### src/rtl/fiber_evt_arbiter_if.sv
// Event-path bundle between the per-channel FWFT buffers, the arbiter and the
// Aurora outbound event FIFO. The arbiter takes the master modport.
interface fiber_evt_arbiter_if #(
    parameter int NCH = 2,
    parameter int DW  = 32
);
    logic [NCH-1:0]    IN_EMPTY;
    logic [NCH*DW-1:0] IN_DATA;
    logic [NCH-1:0]    IN_RD;
    logic              OUT_FULL;
    logic              OUT_WR;
    logic [DW-1:0]     OUT_DATA;
    logic              OUT_END;

    modport master (
        input  IN_EMPTY, IN_DATA, OUT_FULL,
        output IN_RD, OUT_WR, OUT_DATA, OUT_END
    );

    modport slave (
        output IN_EMPTY, IN_DATA, OUT_FULL,
        input  IN_RD, OUT_WR, OUT_DATA, OUT_END
    );
endinterface

### src/rtl/fiber_evt_arbiter.sv
// Round-robin block arbiter: NCH FWFT event FIFOs into one Aurora event FIFO,
// each block closed by an END word. FIBER_EVT_MAXLEN_EN adds block-length truncation.
module fiber_evt_arbiter #(
    parameter int         NCH       = 2,
    parameter int         DW        = 32,
    parameter int         TRL_POS   = 20,
    parameter logic [3:0] TRL_CODE  = 4'h2,
    parameter int         MAX_WORDS = 4096
) (
    input  logic                                   CLK,
    input  logic                                   RSTb,
    input  logic                                   ENABLE,
    fiber_evt_arbiter_if.master                    bus,
    output logic [((NCH > 1) ? $clog2(NCH) : 1)-1:0] OUT_CH,
    output logic                                   BUSY,
    output logic [15:0]                            BLK_COUNT,
    output logic [15:0]                            TRUNC_COUNT
);
    localparam int CW = (NCH > 1) ? $clog2(NCH) : 1;

    typedef enum logic [2:0] {
        S_IDLE,
        S_ARB,
        S_XFER,
`ifdef FIBER_EVT_MAXLEN_EN
        S_DRAIN,
`endif
        S_END
    } state_t;

    state_t        state;
    logic [CW-1:0] last_grant;
    logic [CW-1:0] pick;
    logic [CW-1:0] cand;
    logic          found;
    logic [DW-1:0] g_data;
    logic          g_empty;
    logic          is_trl;
    logic          move;

`ifdef FIBER_EVT_MAXLEN_EN
    localparam int WCW = $clog2(MAX_WORDS + 1);
    logic [WCW-1:0] wcnt;
    logic           trunc;
    logic [15:0]    trunc_q;
    assign TRUNC_COUNT = trunc_q;
`else
    assign TRUNC_COUNT = '0;
`endif

    // Round-robin search starts just above the previous winner.
    always_comb begin
        // NOTE: every always_comb output gets a default first so no latch is inferred.
        found = 1'b0;
        pick  = '0;
        cand  = '0;
        for (int k = 1; k <= NCH; k++) begin
            cand = CW'((int'(last_grant) + k) % NCH);
            if (!found && !bus.IN_EMPTY[cand]) begin
                found = 1'b1;
                pick  = cand;
            end
        end
    end

    always_comb begin
        g_data = '0;
        for (int i = 0; i < NCH; i++) begin
            if (OUT_CH == CW'(i)) g_data = bus.IN_DATA[i*DW +: DW];
        end
    end

    assign g_empty = bus.IN_EMPTY[OUT_CH];
    assign is_trl  = (g_data[TRL_POS +: 4] == TRL_CODE);
    assign move    = (state == S_XFER) && !g_empty && !bus.OUT_FULL;

    always_comb begin
        bus.IN_RD    = '0;
        bus.OUT_WR   = 1'b0;
        bus.OUT_END  = 1'b0;
        bus.OUT_DATA = '0;
        case (state)
            S_XFER: begin
                bus.IN_RD[OUT_CH] = move;
                bus.OUT_WR        = move;
                bus.OUT_DATA      = g_data;
            end
`ifdef FIBER_EVT_MAXLEN_EN
            S_DRAIN: bus.IN_RD[OUT_CH] = !g_empty;
`endif
            S_END: begin
                bus.OUT_WR  = !bus.OUT_FULL;
                bus.OUT_END = !bus.OUT_FULL;
            end
            default: ;
        endcase
    end

    always_ff @(posedge CLK or negedge RSTb) begin
        // NOTE: registered state uses non-blocking assignments only.
        if (!RSTb) begin
            state      <= S_IDLE;
            last_grant <= CW'(NCH - 1);
            OUT_CH     <= '0;
            BUSY       <= 1'b0;
            BLK_COUNT  <= '0;
`ifdef FIBER_EVT_MAXLEN_EN
            wcnt       <= '0;
            trunc      <= 1'b0;
            trunc_q    <= '0;
`endif
        end else begin
            case (state)
                S_IDLE: begin
                    if (ENABLE && !(&bus.IN_EMPTY)) begin
                        state <= S_ARB;
                        BUSY  <= 1'b1;
                    end
                end
                S_ARB: begin
                    if (found) begin
                        OUT_CH     <= pick;
                        last_grant <= pick;
                        state      <= S_XFER;
`ifdef FIBER_EVT_MAXLEN_EN
                        wcnt       <= '0;
`endif
                    end else begin
                        state <= S_IDLE;
                        BUSY  <= 1'b0;
                    end
                end
                S_XFER: begin
                    if (move) begin
`ifdef FIBER_EVT_MAXLEN_EN
                        wcnt <= wcnt + 1'b1;
                        if (is_trl) begin
                            state <= S_END;
                        end else if (wcnt == WCW'(MAX_WORDS - 1)) begin
                            state <= S_DRAIN;
                            trunc <= 1'b1;
                        end
`else
                        if (is_trl) state <= S_END;
`endif
                    end
                end
`ifdef FIBER_EVT_MAXLEN_EN
                S_DRAIN: begin
                    if (!g_empty && is_trl) state <= S_END;
                end
`endif
                S_END: begin
                    if (!bus.OUT_FULL) begin
                        BLK_COUNT <= BLK_COUNT + 16'd1;
`ifdef FIBER_EVT_MAXLEN_EN
                        if (trunc) trunc_q <= trunc_q + 16'd1;
                        trunc <= 1'b0;
`endif
                        state <= S_IDLE;
                        BUSY  <= 1'b0;
                    end
                end
                default: state <= S_IDLE;
            endcase
        end
    end
endmodule
### src/flat_wrapper.sv
// flat-port wrapper written by rule: the top's interface ports become plain ports
module fiber_evt_arbiter_flat 
#(
    parameter int         NCH       = 2,
    parameter int         DW        = 32,
    parameter int         TRL_POS   = 20,
    parameter logic [3:0] TRL_CODE  = 4'h2,
    parameter int         MAX_WORDS = 4096
)
  (CLK, RSTb, ENABLE, OUT_CH, BUSY, BLK_COUNT, TRUNC_COUNT, bus_IN_EMPTY, bus_IN_DATA, bus_OUT_FULL, bus_IN_RD, bus_OUT_WR, bus_OUT_DATA, bus_OUT_END);
  fiber_evt_arbiter_if #(.NCH(NCH), .DW(DW)) bus_i ();
  input  logic CLK;
  input  logic RSTb;
  input  logic ENABLE;
  output logic [((NCH > 1) ? $clog2(NCH) : 1)-1:0] OUT_CH;
  output logic BUSY;
  output logic [15:0] BLK_COUNT;
  output logic [15:0] TRUNC_COUNT;
  input wire logic [$bits(bus_i.IN_EMPTY)-1:0] bus_IN_EMPTY;
  input wire logic [$bits(bus_i.IN_DATA)-1:0] bus_IN_DATA;
  input wire logic [$bits(bus_i.OUT_FULL)-1:0] bus_OUT_FULL;
  output wire logic [$bits(bus_i.IN_RD)-1:0] bus_IN_RD;
  output wire logic [$bits(bus_i.OUT_WR)-1:0] bus_OUT_WR;
  output wire logic [$bits(bus_i.OUT_DATA)-1:0] bus_OUT_DATA;
  output wire logic [$bits(bus_i.OUT_END)-1:0] bus_OUT_END;
  assign bus_i.IN_EMPTY = bus_IN_EMPTY;
  assign bus_i.IN_DATA = bus_IN_DATA;
  assign bus_i.OUT_FULL = bus_OUT_FULL;
  assign bus_IN_RD = bus_i.IN_RD;
  assign bus_OUT_WR = bus_i.OUT_WR;
  assign bus_OUT_DATA = bus_i.OUT_DATA;
  assign bus_OUT_END = bus_i.OUT_END;
  fiber_evt_arbiter #(.NCH(NCH), .DW(DW), .TRL_POS(TRL_POS), .TRL_CODE(TRL_CODE), .MAX_WORDS(MAX_WORDS)) u_core (.CLK(CLK), .RSTb(RSTb), .ENABLE(ENABLE), .bus(bus_i), .OUT_CH(OUT_CH), .BUSY(BUSY), .BLK_COUNT(BLK_COUNT), .TRUNC_COUNT(TRUNC_COUNT));
endmodule
### config.mk
export PLATFORM = sky130hd
export DESIGN_NAME = fiber_evt_arbiter_flat
export DESIGN_NICKNAME = d
export VERILOG_FILES = /design/src/rtl/fiber_evt_arbiter_if.sv /design/src/rtl/fiber_evt_arbiter.sv /design/src/flat_wrapper.sv
export SDC_FILE = /design/constraint.sdc
export NUM_CORES = 1
export LEC_CHECK = 0
export CAP_MARGIN = 20
export CORE_MARGIN = 8
export CORE_UTILIZATION = 36
export CTS_CLUSTER_SIZE = 16
export DETAILED_ROUTE_END_ITERATION = 12
export PLACE_DENSITY = 0.89
export SLEW_MARGIN = 40
export SYNTH_ARGS = -nofsm -noshare
export SYNTH_HDL_FRONTEND = slang
export SYNTH_SLANG_ARGS = --single-unit
### constraint.sdc
create_clock -name CLK -period 3.3 [get_ports CLK]
set_clock_uncertainty 0.1 [all_clocks]
set_input_delay 0.99 -clock CLK [delete_from_list [all_inputs] [get_ports CLK]]
set_output_delay 0.99 -clock CLK [all_outputs]
set_load 0.02 [all_outputs]
# Word-level counts from Yosys, hierarchy flattened
# Cells that the tools add are included.
# op_classes
muxes	27
div	0
n_eq_ne	9
magnitude_cmp	4
bitwise_logic	2
add_sub_neg	3
n_mul	0
shifts	0
reduce_logical	16
# op_table
cell	n
$mux 32	2
$add 16x1->16 const B	1
$mux 1	15
$mux 3	4
$pmux 3 s4	1
$reduce_and 4->1	2
$eq 3x2->1 const B	2
$lt 1x2->1 const B	3
$ne 2x1->1 const B	3
$reduce_and 2->1	3
$logic_and 1x1->1	5
$eq 4x2->1 const B	1
$logic_not 1->1	4
$mux 2	2
$ne 2x2->1 const B	2
$eq 3x1->1 const B	1
$logic_not 3->1	1
$pmux 1 s3	1
$reduce_bool 3->1	1
$add 1x1->1 const B	2
$and 2x2->2	1
$pmux 1 s2	1
$demux 1 s1	1
$ge 1x1->1 const B	1
$not 1->1	1
# totals
ff_bits	22
latchBits	0
out_inout_bits	70
mem_bits_rw	0
rom_bits	0
memories	0
inputBits	70

# Logic depth before layout (Yosys ltp)
# logic_depth
depth_word	8
mapped_depth	7
depth_no_buf	6

# Least setup slack after synthesis
# OpenSTA, ideal clock, no wires.
# synth_timing
kind	input-to-output
startpoint	input port bus_IN_EMPTY[1]
endpoint	output port bus_IN_RD[0]
arrival_time_ps	1589
required_ps	2210
slack_ps	621
stages	3
path_cell_list	mux2i_1 > nand3b_2 > nor2_1
# synth_via
elab_chain_len	7
# synth_rtl
element	line	rtl
start, declared	flat_wrapper.sv:19	input wire logic [$bits(bus_i.IN_EMPTY)-1:0] bus_IN_EMPTY;
$mux 1 (implied by the code) (2 in a row)	fiber_evt_arbiter.sv:73	assign g_empty = bus.IN_EMPTY[OUT_CH];
$logic_not 1->1	fiber_evt_arbiter.sv:75	assign move = (state == S_XFER) && !g_empty && !bus.OUT_FULL;
$logic_and 1x1->1 (2 in a row)	fiber_evt_arbiter.sv:75	
$and 2x2->2 (no source line)	--	
$mux 2	fiber_evt_arbiter.sv:82	case (state)
end, declared	flat_wrapper.sv:22	output wire logic [$bits(bus_i.IN_RD)-1:0] bus_IN_RD;
# Every way passes these cells. The select of a mux whose other input is x is not followed.

# Final worst setup path
# layout_timing
startpoint	input port bus_OUT_FULL
endpoint	output port bus_OUT_END
# layout_via
elab_chain_len	2
# layout_rtl
element	line	rtl
start, declared	flat_wrapper.sv:21	input wire logic [$bits(bus_i.OUT_FULL)-1:0] bus_OUT_FULL;
$logic_not 1->1	fiber_evt_arbiter.sv:93	bus.OUT_END = !bus.OUT_FULL;
$mux 1	fiber_evt_arbiter.sv:82	
end, declared	flat_wrapper.sv:25	output wire logic [$bits(bus_i.OUT_END)-1:0] bus_OUT_END;
# Every way passes these cells.

==> summary.md <==
| Metric | Value |
|---|---|
| Worst vdd ir | about 0.00042 V |
| Critical path cell sequence | clkdlybuf4s50_1, nor2b_1, buf_4, dlygate4sd2_1 |
| Core Region | between 0.004 and 0.005 mm2 |
| Ant diodes | 0 |
| FF+latch count, synth | 21 |
| Worst path bufs/invs | 3 |
| Post-Layout Cell Count | roughly 390 |
| Post-CTS setup buffer count | 0 |
| Vias in the first global route | 1,776 |
| Crit Path Class | in2out |
| Final setup violation count | 0 |
| Router iterations before antenna repair | 4 |
| Data arrival, critical path | 2.10 ns |
| Clk buf depth | 2 |
| Max Slew Vio Count | 0 |
| Worst path max stage delay | 0.46 ns |
| Critical Path Source Type | input port |
| Post-Synth Simple-Gate Area | 22.66% |
| Die width | around 86 um |
| RSZ-0062 raised after global routing | no |
| DRC | 0 |
| Clk root buf | clkbuf_8 |
| Die outline area | roughly 0.0074 mm2 |
| Clock transition at path regs | 0.07 ns |
| Power Density | between 600 and 700 mW/mm2 |
| Area share of fa/ha/maj cells after synthesis | 4.249% |
| Compound-Gate Fraction of Synth Area | about 5.5% |
| Largest net degree at the start of global routing | 34 |
| Final hold violations | 0 |
| Setup WS post-layout | around 0.11 ns |
| Mapped Cells | 188 |
| Min cycle time layout | 3.192 ns |
| Fin area | 0.003068 mm2 |
| Share of layout cells above drive strength 1 | slightly below 8% |
| Post-DP Area | 0.003079 mm2 |
| Area growth syn-to-layout | 73.65% |
| CTS sink cnt | 21 |
| Largest family of logic cells by synthesized area | simple AND/OR/NAND/NOR gates |
| WL final | just over 6 mm |
| Crit path capture type | primary output |
| Gr usage total | between 10% and 20% |
| Async SR Flop Fraction | 100.0% |
| Syn Area/Cell | approximately 9.4 um2 |
| Placed cells | roughly 380 |
| Cell area after synthesis | 0.001767 mm2 |
| Hold crit path type | reg2reg |
| CTS tree | yes |
| Run status | finished clean |
| Post-route ant nets | 0 |
| I/O Buffers | approximately 120 |
| Post-synth EDFFs | 0 |
| CP max FO | 3 |
| F_max | 313.3 MHz |
| Ys Warns | 0 |
| Initial Util | between 30% and 40% |
| WL/cell | approximately 16 um |
| FILL cells | around 430 |
| # H-tree levels | 1 |
| CP delay by family, top | buffers and inverters |
| Initial antenna violation count | 0 |
| Leak | approximately 1.5 nW |
| Row cnt | 25 |
| Total number of vias | 1,755 |
| Critical Path RT | 2.21 ns |
| Final period utilization | between 90% and 100% |
| Xor/xnor cell area share of the yosys netlist | roughly 7.4% |
| Post-Place Worst Slack | -0.3093 ns |
| Vias per inst | ~4.6 |
| Prevailing post-synth register cell | dfrtp_1 |
| 1st-iter DRT viols | 30 |
| GP Congestion | 0.8377 |
| Synth cell types | 36 |
| Nets | a little under 400 |
| Worst path slowest cell | clkdlybuf4s50_1 |
| Io pins | 140 |
| Final HPWL DP | ~5.3 mm |
| Sequential area share after synthesis | between 20 and 30% |
| WHS | roughly 0.37 ns |
| Clock Latency Late Sink | 0.26 ns |
| Die height | approximately 86 um |
| TritonCTS Buffers | 3 |
| Max-cap violations | 0 |
| Total grt overflow | 0 |
| First-pass GRT wire length | 9.356 mm |
| Total power | 1.858 mW |
| Multiplexer area fraction after synthesis | about a fifth |
## registers in the layout, indices dropped and copies added, names as in the netlist
signal and cells:
u_core.BLK_COUNT 16, u_core.state 2, u_core.last_grant 1, u_core.BUSY 1, u_core.OUT_CH 1
## synth_stat cells (all sizes together) (5+ instances only)
| library cell | number | area [um2] |
|---|---|---|
| mux2i | 34 | 340.3 |
| nand3 | 6 | 30.03 |
| nor2 | 6 | 25.03 |
| ha | 6 | 75.07 |
| xnor2 | 13 | 113.9 |
| dfrtp | 20 | 500.5 |
| buf | 21 | 151.4 |
| nand4 | 5 | 31.28 |
| inv | 5 | 18.77 |
| nand2 | 7 | 26.28 |
| nor2b | 33 | 206.5 |
## repair_timing
action                                  CTS  global route
resized for setup                        39             4
hold endpoints to repair                  0             0
hold buffers                              0             0
endpoints found under the setup margin   36             3
## layer usage
layer | GRT usage (%) | routed length (um) | up-vias
li1 | - | - | 869
met1 | 16.91 | 2546 | 820
met2 | 31.28 | 3295 | 66
met3 | 3.629 | 377 | 0
met4 | 1.274 | 0 | 0
met5 | 0 | 0 | -
## layout by cell type, fill, tap and decap left out, types with 6 or more instances in the layout
cell / instances
dfrtp_1: 19
dlygate4sd2_1: 33
ha_1: 6
xnor2_1: 13
conb_1: 16
clkdlybuf4s50_1: 87
nand3_1: 6
nand2_1: 7
nor2b_1: 33
mux2i_1: 34
buf_4: 11
## through the flow
stage	setup TNS, ns	util [%]
after floorplan	0	-
after global placement	-1.934	65.19
final	0	64.95
after detailed placement	-2.616	65.19
after global routing	0	64.95
after CTS	0	65.27
## area by class of cell
class,count,area [um2],share of cell area (%)
repair buffers,135,1277,41.64
multi-input cells,153,1115,36.34
flip-flops and latches,21,528.0,17.21
well taps,67,83.83,2.732
clock buffers,4,45.04,1.468
inverters,5,18.77,0.6117
## logic make-up after synthesis
group	count (synthesis)
AO/OA/AOI/OAI	13
XOR/XNOR	15
adder cells (fa/ha/maj)	6
buffers and inverters	29
flip-flops	21
multiplexers	35
other	1
AND/OR/NAND/NOR	68
## power by group
part | switching [mW] | internal (mW)
logic | 0.688 | 0.614
clock network | 0.0806 | 0.0859
registers | 0.0700 | 0.320
total | 0.839 | 1.02
## worst reg2reg max path: cells and delay by family, from the launching register on
kind	cells	cell delay (ns)
xor gates and xnor gates	1	0.16
and+or+nand+nor	4	0.80
buffers and inverters	2	0.26
adders and majority gates	1	0.24
DFF	1	0.48
## worst paths after layout
path / from / to / slack, ns / cells past startpoint
worst max register to register: u_core.state[0] / u_core.BLK_COUNT[13] / 1.16 / 8
max in group asynchronous: RSTb / u_core.BLK_COUNT[8] / 1.64 / 2
worst min-delay path: u_core.BLK_COUNT[15] / u_core.BLK_COUNT[15] / 0.37 / 1
min in group asynchronous: RSTb / u_core.BLK_COUNT[14] / 0.94 / 1
worst max-delay path: bus_OUT_FULL / bus_OUT_END / 0.11 / 4
worst min register to register: u_core.BLK_COUNT[15] / u_core.BLK_COUNT[15] / 0.37 / 1
Note: power is estimated with default switching activity, not from simulation.
